$ cat config.mk
export PLATFORM = sky130hd
export DESIGN_NAME = if_id_stage
export DESIGN_NICKNAME = d
export VERILOG_FILES = /design/src/rtl/mips_pkg.sv /design/src/rtl/if_id_stage_pc_reg.sv /design/src/rtl/if_id_stage.sv
export SDC_FILE = /design/constraint.sdc
export NUM_CORES = 1
export LEC_CHECK = 0
export BUFFER_PORTS_ARGS = -buffer_cell sky130_fd_sc_hd__buf_2
export CAP_MARGIN = 10
export CORE_MARGIN = 2
export CORE_UTILIZATION = 51
export DETAILED_ROUTE_END_ITERATION = 8
export GPL_ROUTABILITY_DRIVEN = 1
export GPL_TIMING_DRIVEN = 1
export HOLD_SLACK_MARGIN = 0.02
export PLACE_DENSITY_LB_ADDON = 0.15
export SLEW_MARGIN = 15
export SYNTH_ARGS = -nofsm -noshare
export SYNTH_HDL_FRONTEND = slang
export SYNTH_SLANG_ARGS = --single-unit
export TNS_END_PERCENT = 20
$ cat constraint.sdc
create_clock -name clk -period 6.4 [get_ports clk]
set_clock_uncertainty 0.2 [all_clocks]
set_input_delay 1.28 -clock clk [delete_from_list [all_inputs] [get_ports clk]]
set_output_delay 1.28 -clock clk [all_outputs]
set_load 0.1 [all_outputs]
$ cat src/rtl/mips_pkg.sv
// Shared MIPS constants: opcodes, reset PC and the bubble instruction.
package mips_pkg;

  localparam logic [5:0] OP_RTYPE = 6'h00;
  localparam logic [5:0] OP_BEQ   = 6'h04;
  localparam logic [5:0] OP_BNE   = 6'h05;
  localparam logic [5:0] OP_ADDI  = 6'h08;
  localparam logic [5:0] OP_ANDI  = 6'h0C;
  localparam logic [5:0] OP_ORI   = 6'h0D;
  localparam logic [5:0] OP_XORI  = 6'h0E;
  localparam logic [5:0] OP_LUI   = 6'h0F;
  localparam logic [5:0] OP_LW    = 6'h23;
  localparam logic [5:0] OP_SW    = 6'h2B;

  localparam logic [31:0] DEFAULT_RESET_PC  = 32'h0040_0000;
  localparam logic [31:0] DEFAULT_NOP_INSTR = 32'h0000_0000;

  // Logical immediates take a zero-extended operand; everything else sign-extends.
  function automatic logic is_zero_ext_op(input logic [5:0] opcode);
    return (opcode == OP_ANDI) || (opcode == OP_ORI) ||
           (opcode == OP_XORI) || (opcode == OP_LUI);
  endfunction

endpackage

$ cat src/rtl/if_id_stage_pc_reg.sv
// Program counter with next-PC priority: reset, branch redirect, stall hold, sequential.
module pc_reg
  import mips_pkg::*;
#(
  parameter logic [31:0] RESET_PC = DEFAULT_RESET_PC
) (
  input  logic        clk,
  input  logic        rst,
  input  logic        stall,
  input  logic        branch_taken,
  input  logic [31:0] branch_target,
  output logic [31:0] pc,
  output logic [31:0] pc_plus4
);

  logic unused_target_bits;

  assign unused_target_bits = ^branch_target[1:0];
  assign pc_plus4 = pc + 32'd4;

  // A taken branch overrides stall so the redirect is never lost.
  always_ff @(posedge clk) begin
    if (rst) begin
      pc <= RESET_PC;
    end else if (branch_taken) begin
      pc <= {branch_target[31:2], 2'b00};
    end else if (!stall) begin
      pc <= pc_plus4;
    end
  end

endmodule

$ cat src/rtl/if_id_stage.sv
// Fetch stage plus IF/ID pipeline register, with decode field slicing and
// the extender select for the downstream immediate unit.
module if_id_stage
  import mips_pkg::*;
#(
  parameter logic [31:0] RESET_PC  = DEFAULT_RESET_PC,
  parameter logic [31:0] NOP_INSTR = DEFAULT_NOP_INSTR
) (
  input  logic        clk,
  input  logic        rst,
  input  logic        stall,
  input  logic        branch_taken,
  input  logic [31:0] branch_target,
  output logic [31:0] imem_addr,
  input  logic [31:0] imem_rdata,
  output logic        id_valid,
  output logic [31:0] id_instr,
  output logic [31:0] id_pc_plus4,
  output logic [5:0]  id_opcode,
  output logic [4:0]  id_rs,
  output logic [4:0]  id_rt,
  output logic [4:0]  id_rd,
  output logic [5:0]  id_funct,
  output logic [4:0]  sa,
  output logic [15:0] imm,
  output logic        zero_or_sign
);

  logic [31:0] pc_plus4;

  pc_reg #(.RESET_PC(RESET_PC)) u_pc_reg (
    .clk           (clk),
    .rst           (rst),
    .stall         (stall),
    .branch_taken  (branch_taken),
    .branch_target (branch_target),
    .pc            (imem_addr),
    .pc_plus4      (pc_plus4)
  );

  // Flush inserts a bubble even while stalled; the wrong-path word is discarded.
  always_ff @(posedge clk) begin
    if (rst || branch_taken) begin
      id_valid    <= 1'b0;
      id_instr    <= NOP_INSTR;
      id_pc_plus4 <= 32'h0;
    end else if (!stall) begin
      id_valid    <= 1'b1;
      id_instr    <= imem_rdata;
      id_pc_plus4 <= pc_plus4;
    end
  end

  assign id_opcode    = id_instr[31:26];
  assign id_rs        = id_instr[25:21];
  assign id_rt        = id_instr[20:16];
  assign id_rd        = id_instr[15:11];
  assign id_funct     = id_instr[5:0];
  assign sa           = id_instr[10:6];
  assign imm          = id_instr[15:0];
  assign zero_or_sign = ~is_zero_ext_op(id_opcode);

endmodule

==> run metrics, run 1 <==
status finished, final reports clean; die area between 9000 and 10,000 µm²; grt ovf 0; RSZ-0062 raised after global routing false; synthesized area per cell between 8 and 9 µm²; via count 4,097; gpl congestion roughly 0.8; total track usage about 22%; drt via density roughly 5.3; FF-to-FF End u_pc_reg.pc[30]; htree depth 3; Final Hold Slack about 0.27 ns; Reg2Reg Depth 6; share of flip-flops with an asynchronous set or reset 0%; Remaining DRCs 0; WL final ~11,000 µm; post-synthesis xor/xnor area fraction about a tenth; Fin Setup TNS 0 ns; register share of total power between 40% and 50%; max reg flops 32; max_slew headroom 30.2%; share of the yosys chip area belonging to registers 40.0%; Top FF cell, synth dfxtp_1; Buffers on Ports just over 200; WHS Endpoint id_valid; mux share of post-synthesis cell area 7.31%; Simple-Gate Fraction of Synth Area approximately 20%; synthesized-area fraction occupied by adder cells less than 1%; Core Util, Final just over 60%; Worst setup SP type primary input; Site Rows 34; Clock Tree Root clkbuf_8; P_int about 0.84 mW; Mapped Cells about 530; Tcrit/Tclk final approximately half; # diodes 0; Mapped Area 4650 µm²; Sw Share between 40% and 50%; Synth-to-Final Area Change 17.9%; clk_lat worst skew around 0.35 ns; largest area contributor in the netlist dfxtp_1; overall power around 1.4 mW; Power Density ~260 nW/µm²; worst-margin pin slew approximately 1.0 ns; Die W about 100 µm; crit-path max FO 65; Yosys top cell area share between 40% and 50%; Starting Density 52.8%; CTS Sinks 93; Max clock buf depth 2; Fin. Hold Viols 0; placed inst area between 5000 and 6000 µm²; Routed wire per std cell approximately 15 µm; DR iter-0 viols around 140; core area 8810 µm²; largest family of logic cells by synthesized area simple AND/OR/NAND/NOR gates; distinct cell type count of the synthesized netlist between 40 and 50; Clk network pwr share about a quarter; Final setup viols 0; synth top area cells dfxtp_1 40%, buf_4 8.4%, mux2i_1 7.3%, nor2_1 6.2%, xnor2_1 5.8%; WS Path Type in2reg; largest net degree at the start of global routing 66; R2R Setup Slk ~3.5 ns; most numerous cell in the Yosys netlist dfxtp_1; antenna violation net count after detailed routing 0; hold_buf cts 0; Leak about 2.5 nW; Worst Hold Class reg2reg; count of warnings emitted by yosys 0; first-pass iteration count of the detailed router 4; Worst VDD drop 0.145 mV; Worst setup EP type register; Worst EP arrival ~3.3 ns; compound-cell area share of the yosys netlist a little over a tenth; setup bufs post-CTS 0; Worst Hold Depth 1; initial antenna violation count 0; die height ~100 µm; Clk pin slew, worst setup/hold paths ~0.10 ns; CP required 6.47 ns; fin area 5490 µm²; net switching power approximately 0.59 mW; Detailed Place HPWL 7940 µm; #FFs+latches synth a little over 90; Max Cap Viol 0; share of post-route cells with drive strength above 1 36.2%; TritonCTS Buffers 9; number of synthesized flops with an enable pin 0; number of global-route vias before repair approximately 3.7k; fmax around 310 MHz; Final Max Slew Viols 0; global-route wire length before repair 18,100 µm; CTS tree done; Hold Path Origin id_valid; Net count, final between 700 and 800; Comb pwr share ~30%; Resized Gates After CTS 0; Period minus WS final ~3.2 ns; origin of the critical flop-to-flop path u_pc_reg.pc[2]; # IOs roughly 210; commonest cells in the netlist 93 x dfxtp_1, 77 x nor2_1, 52 x buf_4
logic make-up (layout without fill, tap and decap cells):
kind of cell / Yosys count / after routing
and+or+nand+nor: 169 / 169
buffers and inverters: 94 / 229
DFF: 93 / 93
AOI/OAI and AO/OA: 88 / 88
xor gates and xnor gates: 51 / 51
muxes: 34 / 34
adders and majority gates: 1 / 1
other: 1 / 4
worst max-delay path by stage:
stage | to | start | slack (ns) | cells past startpoint
after floorplan | zero_or_sign | id_instr[29] | 2.81 | 1
after global placement | u_pc_reg.pc[28] | stall | 2.85 | 5
after detailed placement | u_pc_reg.pc[28] | stall | 2.83 | 5
after CTS | u_pc_reg.pc[28] | stall | 3.22 | 5
after global routing | u_pc_reg.pc[28] | stall | 3.07 | 5
final | u_pc_reg.pc[24] | stall | 3.21 | 6
layer usage:
layer,track usage [%],vias up,wire length (µm)
met5,0,-,0
met4,4.53,0,110
met3,4.64,12,679
met2,37.5,143,5500
met1,29.5,1917,5140
li1,-,2025,-
metrics by stage:
step	instances	worst slack, ns
CTS	777	3.22
detailed placement	761	2.83
global placement	761	2.85
global route	777	3.07
floorplan	534	2.81
finish	777	3.21
power groups by stage:
stage	sequential [mW]	clock (mW)	combinational [mW]
final	0.637	0.370	0.421
after global routing	0.642	0.401	0.438
after CTS	0.637	0.380	0.422
after detailed placement	0.650	0	0.421
after floorplan	0.831	0	0.182
after global placement	0.649	0	0.419
area by class of cell:
| type | count | area, µm² |
|---|---|---|
| fill | 832 | 3320 |
| clock inverter | 5 | 35.0 |
| inverter | 4 | 15.0 |
| clock buffer | 11 | 151 |
| sequential | 93 | 1860 |
| timing repair buffer | 209 | 1050 |
| multi-input combinational | 347 | 2240 |
| tap | 108 | 135 |
worst max-delay path, cell delays in order:
cell and delay [ns]:
buf_4 0.37, nand4b_1 0.34, nor4_2 0.59, nand4_1 0.21, xor2_1 0.19, a211oi_1 0.23
layout by cell type (no fill, tap or decap), types with 2 or more instances in the layout:
cell type | Yosys | final
buf_4 | 52 | 3
buf_2 | 3 | 206
nor4_2 | 2 | 2
nor2_1 | 77 | 77
inv_1 | 2 | 2
nand2_1 | 23 | 23
clkinvlp_4 | 0 | 4
dfxtp_1 | 93 | 93
and4_1 | 4 | 4
a211oi_1 | 18 | 18
mux2i_1 | 34 | 34
conb_1 | 1 | 4
or4_1 | 2 | 2
o21bai_1 | 2 | 2
nor4_4 | 3 | 3
and2_1 | 3 | 3
xor2_1 | 20 | 20
nor4_1 | 2 | 2
o21ai_0 | 24 | 24
xnor2_1 | 31 | 31
or3_1 | 3 | 3
nand4_1 | 12 | 12
nor3_1 | 6 | 6
o32ai_1 | 2 | 2
nor3_2 | 8 | 8
nand3_1 | 10 | 10
and3_1 | 4 | 4
nand4b_1 | 2 | 2
a21oi_1 | 37 | 37
clkbuf_8 | 0 | 11
a311oi_1 | 2 | 2
or2_2 | 2 | 2
Power figures use the tool's default switching activity.
==> run 2: changes to the inputs <==
CORE_UTILIZATION = 47   (was 51)
clock period = 3.25 ns   (was 6.4 ns; I/O delays follow)
==> run 2 against run 1 <==
  * Via count is 0.39% higher
  * Sequential power increased by 96%
  * Final area grew 2.6%
  * Sequential share of layout area fell by 0.87 points
  * First-iteration DRC count increased by 7.0%
  * Clock-buffer cell count is 1 lower
  * Setup slack got worse by 2.6 ns
==> run metrics, run 2 (synthesized netlist as in run 1, its figures left out) <==
Die W 104 µm (was 99.5 µm); global-route wire length before repair 19,100 µm (was 18,100 µm); Period minus WS final around 2.7 ns; Resized Gates After CTS 0 (unchanged); Worst EP arrival 2.74 ns (was 3.26 ns); fillers 924 (was 832); max_slew headroom 30.8% (was 30.2%); TritonCTS Buffers 9 (unchanged); setup bufs post-CTS 0 (unchanged); Buffers on Ports 207 (unchanged); CTS tree done (unchanged); total track usage 21.7% (was 22.2%); number of global-route vias before repair 3,856 (was 3,721); WS Path Type reg2reg (was in2reg); Final Hold Slack 0.266 ns (was 0.270 ns); Worst Hold Class reg2reg (unchanged); status finished, final reports clean (unchanged); Leak 2.62 nW (was 2.55 nW); clk_lat worst skew 0.36 ns (was 0.35 ns); Final Max Slew Viols 0 (unchanged); DR iter-0 viols 153 (was 143); Tcrit/Tclk final between 80 and 90%; CP Buf/Inv Count 1 (unchanged); commonest cells after routing, fill and taps aside 206 x buf_2, 93 x dfxtp_1, 77 x nor2_1, 37 x a21oi_1, 34 x mux2i_1 (unchanged); Fin Setup TNS 0 ns (unchanged); grt ovf 0 (unchanged); Max clock buf depth 2 (unchanged); dpl cells 793 (was 761); Clk pin slew, worst setup/hold paths 0.10 ns (about the same); Worst setup EP type register (unchanged); worst-margin pin slew 1.04 ns (about the same); RSZ-0062 raised after global routing false (unchanged); die area 10,700 µm² (was 9900 µm²); fmax approximately 370 MHz; max reg flops 32 (unchanged); Worst Hold Depth 1 (unchanged); Worst setup SP type register (was primary input); Core Util, Final 58.2% (was 62.3%); htree depth 3 (unchanged); WL final 11,700 µm (was 11,400 µm); Detailed Place HPWL 8420 µm (was 7940 µm); crit-path max FO 6 (was 65); Worst VDD drop 0.298 mV (was 0.145 mV); CP required 3.31 ns (was 6.47 ns); Remaining DRCs 0 (unchanged); Power Density 541 nW/µm² (was 260 nW/µm²); core area 9680 µm² (was 8810 µm²); overall power 3.04 mW (was 1.43 mW); Max Cap Viol 0 (unchanged); Fin. Hold Viols 0 (unchanged); CTS Sinks 93 (unchanged); gpl congestion 0.832 (was 0.823); share of post-route cells with drive strength above 1 36.8% (was 36.2%); hold_buf cts 0 (unchanged); Routed wire per std cell 14.5 µm (was 14.7 µm); Synth-to-Final Area Change 21.1% (was 17.9%); die height 104 µm (was 99.5 µm); drt via density 5.08 (was 5.27); initial antenna violation count 0 (unchanged); Site Rows 36 (was 34); antenna violation net count after detailed routing 0 (unchanged); CP max stage cell nor4_2 (unchanged); Finished Layout Cells 809 (was 777); Starting Density 48.0% (was 52.8%); slowest stage delay, CP 0.64 ns (was 0.59 ns); # IOs 214 (unchanged); Levels on crit path 7 (was 6); largest net degree at the start of global routing 40 (was 66); Final setup viols 0 (unchanged); CP top delay family simple AND/OR/NAND/NOR gates (unchanged); Reg2Reg Depth 7 (was 6); commonest non-fill, non-tap cell in the layout buf_2 (unchanged); Net count, final 740 (was 733); Cell Chain, Critical Path ha_1 > nand3_1 > nor4_2 > buf_4 > nand4_1 > xor2_1 > o32ai_1 (was buf_4 > nand4b_1 > nor4_2 > nand4_1 > xor2_1 > a211oi_1); Clock Tree Root clkbuf_8 (unchanged); via count 4,113 (was 4,097); # diodes 0 (unchanged); first-pass iteration count of the detailed router 4 (unchanged)
[run 2: cell count changes in the layout (fill, tap and decap cells not counted)]
cell	change
clkinvlp_4	-2
buf_4	+7
clkbuf_8	-1
bufinv_16	+3
[run 2: per-stage QoR]
stage / cell area (µm²) / setup WS (ns)
global route: 5630 / 0.346
CTS: 5630 / 0.529
finish: 5630 / 0.574
floorplan: 4660 / 0.208
global placement: 5390 / 0.638
detailed placement: 5390 / 0.552
[run 2: final cells by class]
cell class / instances / area (µm²) / area share (%)
Multi-Input combinational cell: 347 / 2240 / 39.7
Clock buffer: 10 / 138 / 2.44
Timing Repair Buffer: 216 / 1110 / 19.6
Clock inverter: 6 / 110 / 1.95
Tap cell: 133 / 166 / 2.95
Inverter: 4 / 15.0 / 0.267
Sequential cell: 93 / 1860 / 33.1
[run 2: layer usage]
metal	up-vias	global-route usage (%)	part of all wire (%)
li1	2043	-	-
met1	1897	29.5	46
met2	153	34.5	46
met3	20	3.90	6.1
met4	0	8.11	1.8
met5	-	0	0
[run 2: final timing paths]
| kind | endpoint | slack (ns) | startpoint |
|---|---|---|---|
| worst max-delay path | u_pc_reg.pc[30] | 0.57 | u_pc_reg.pc[3] |
| worst min-delay path | id_valid | 0.27 | id_valid |
| worst max register to register | u_pc_reg.pc[30] | 0.57 | u_pc_reg.pc[3] |
| worst min register to register | id_valid | 0.27 | id_valid |
[run 2: worst register-to-register path, delay by kind of cell (launching register included)]
| family | cells | cell delay, ns |
|---|---|---|
| flip-flops | 1 | 0.42 |
| AO/OA/AOI/OAI | 1 | 0.26 |
| AND/OR/NAND/NOR | 3 | 0.97 |
| buffers and inverters | 1 | 0.26 |
| adder cells (fa/ha/maj) | 1 | 0.29 |
| XOR/XNOR | 1 | 0.18 |
[run 2: report_power, final]
group	internal (mW)	switching, mW
combinational	0.150	0.683
sequential	1.19	0.0635
clock	0.531	0.427
total	1.87	1.17
==> run 3: changes to the inputs <==
clock period = 2.75 ns   (was 3.25 ns; I/O delays follow)
==> run 3 against run 2 <==
  * Worst hold slack worse by 0.053 ns
  * Setup slack got worse by 0.079 ns
  * Final area down 0.51%
  * Flip-flop and latch count did not move
  * Sequential share of layout area rose by 0.42 points
  * First-iteration DRC count increased by 2.6%
  * Routed wire length up 0.23%
  * Non-clock buffer count up 3
  * Core utilization shrank 0.30 points
  * Critical path type unchanged
  * Largest power group unchanged
==> run metrics, run 3 (synthesized netlist as in run 1, its figures left out) <==
status finished, final reports clean (unchanged); commonest non-fill, non-tap cell in the layout buf_2 (unchanged); RSZ-0062 raised after global routing false (unchanged); number of global-route vias before repair 3,714 (was 3,856); Final Max Slew Viols 0 (unchanged); Fin Setup TNS 0 ns (unchanged); Resized Gates After CTS 0 (unchanged); # diodes 0 (unchanged); max_slew headroom 43.9% (was 30.8%); Worst EP arrival 2.33 ns (was 2.74 ns); initial antenna violation count 0 (unchanged); Remaining DRCs 0 (unchanged); WS Path Type reg2reg (unchanged); first-pass iteration count of the detailed router 4 (unchanged); Cell Chain, Critical Path ha_1 > nand3_1 > nor4_2 > buf_4 > nand4_1 > xor2_1 > o32ai_1 (unchanged); Synth-to-Final Area Change 20.4% (was 21.1%); Finished Layout Cells 812 (was 809); slowest stage delay, CP 0.39 ns (was 0.64 ns); global-route wire length before repair 19,000 µm (was 19,100 µm); fillers 946 (was 924); crit-path max FO 9 (was 6); core area 9680 µm² (unchanged); die height 104 µm (unchanged); Power Density 591 nW/µm² (was 541 nW/µm²); setup bufs post-CTS 0 (unchanged); Routed wire per std cell 14.5 µm (about the same); via count 4,120 (was 4,113); placed inst area 5430 µm² (was 5390 µm²); Final setup viols 0 (unchanged); htree depth 3 (unchanged); CP required 2.82 ns (was 3.31 ns); CTS tree done (unchanged); max reg flops 32 (unchanged); clk_lat worst skew 0.37 ns (was 0.36 ns); worst-margin pin slew 0.841 ns (was 1.04 ns); Detailed Place HPWL 8520 µm (was 8420 µm); Max clock buf depth 2 (unchanged); Leak 2.60 nW (was 2.62 nW); Worst VDD drop 0.292 mV (was 0.298 mV); die area 10,700 µm² (unchanged); Reg2Reg Depth 7 (unchanged); area taken by flip-flops and latches 1880 µm² (was 1860 µm²); commonest cells after routing, fill and taps aside 206 x buf_2, 82 x dfxtp_1, 77 x nor2_1, 37 x a21oi_1, 34 x mux2i_1 (was 206 x buf_2, 93 x dfxtp_1, 77 x nor2_1, 37 x a21oi_1, 34 x mux2i_1); Worst setup EP type register (unchanged); share of post-route cells with drive strength above 1 38.7% (was 36.8%); # IOs 214 (unchanged); Worst Hold Class in2reg (was reg2reg); WL final 11,800 µm (was 11,700 µm); Max Cap Viol 0 (unchanged); CP max stage cell dfxtp_2 (was nor4_2); DR iter-0 viols 157 (was 153); hold_buf cts 0 (unchanged); largest net degree at the start of global routing 44 (was 40); CTS Sinks 93 (unchanged); total track usage 21.7% (about the same); Final Hold Slack 0.213 ns (was 0.266 ns); Levels on crit path 7 (unchanged); CP top delay family simple AND/OR/NAND/NOR gates (unchanged); gpl congestion 0.799 (was 0.832); Clock Tree Root clkbuf_8 (unchanged); fmax 443 MHz (was 374 MHz); dpl cells 796 (was 793); Worst setup SP type register (unchanged); fin area 5600 µm² (was 5630 µm²); Worst Hold Depth 3 (was 1); Site Rows 36 (unchanged); Starting Density 48.0% (unchanged); Die W 104 µm (unchanged); Fin. Hold Viols 0 (unchanged); antenna violation net count after detailed routing 0 (unchanged); CP Buf/Inv Count 1 (unchanged); Buffers on Ports 207 (unchanged); Clk pin slew, worst setup/hold paths 0.09 ns (was 0.10 ns); Tcrit/Tclk final 82.0% (was 82.3%); drt via density 5.07 (was 5.08); TritonCTS Buffers 9 (unchanged); footprint of the multi-input gates 2240 µm² (about the same); Period minus WS final 2.25 ns (was 2.68 ns); grt ovf 0 (unchanged); Net count, final 743 (was 740)
-- run 3: cell types whose count changed in the layout (fill, tap and decap cells not counted), moves of 3 or more --
cell       before  now
dfxtp_1        93   82
dfxtp_2         0   11
buf_4          10   13
bufinv_16       3    0
-- run 3: per-stage QoR --
step | utilization, % | total power, mW | worst slack, ns
final | 57.9 | 3.31 | 0.495
after global routing | 57.9 | 3.44 | 0.308
after CTS | 57.9 | 3.34 | 0.466
after detailed placement | 56.0 | 2.51 | 0.505
after global placement | 56.0 | 2.50 | 0.531
after floorplan | - | 2.36 | -0.0317
-- run 3: worst register-to-register path, cell delays in order (launching register included) --
cell and delay (ns):
dfxtp_2 0.39, ha_1 0.28, nand3_1 0.24, nor4_2 0.30, buf_4 0.23, nand4_1 0.12, xor2_1 0.18, o32ai_1 0.22
-- run 3: layout make-up --
| type | count | share of cell area, % |
|---|---|---|
| Sequential cell | 93 | 33.5 |
| Clock buffer | 11 | 2.52 |
| Multi-Input combinational cell | 347 | 40.0 |
| Timing Repair Buffer | 219 | 20.1 |
| Tap cell | 133 | 2.97 |
| Clock inverter | 5 | 0.647 |
| Inverter | 4 | 0.268 |
-- run 3: final timing paths --
path                   from               to  slack, ns
max          u_pc_reg.pc[2]  u_pc_reg.pc[30]       0.50
min           imem_rdata[9]      id_instr[9]       0.21
max reg2reg  u_pc_reg.pc[2]  u_pc_reg.pc[30]       0.50
min reg2reg  id_pc_plus4[4]   id_pc_plus4[4]       0.26
-- run 3: power breakdown --
| group | leakage (nW) | switching [mW] | internal [mW] |
|---|---|---|---|
| combinational | 1.75 | 0.808 | 0.180 |
| sequential | 0.766 | 0.0757 | 1.41 |
| clock | 0.0815 | 0.484 | 0.353 |
| total | 2.60 | 1.37 | 1.94 |
-- run 3: routing by layer --
| metal | global-route usage, % | share of wire, % |
|---|---|---|
| met1 | 29.3 | 46 |
| met2 | 34.9 | 48 |
| met3 | 4.03 | 4.7 |
| met4 | 7.82 | 1.6 |
| met5 | 0 | 0 |
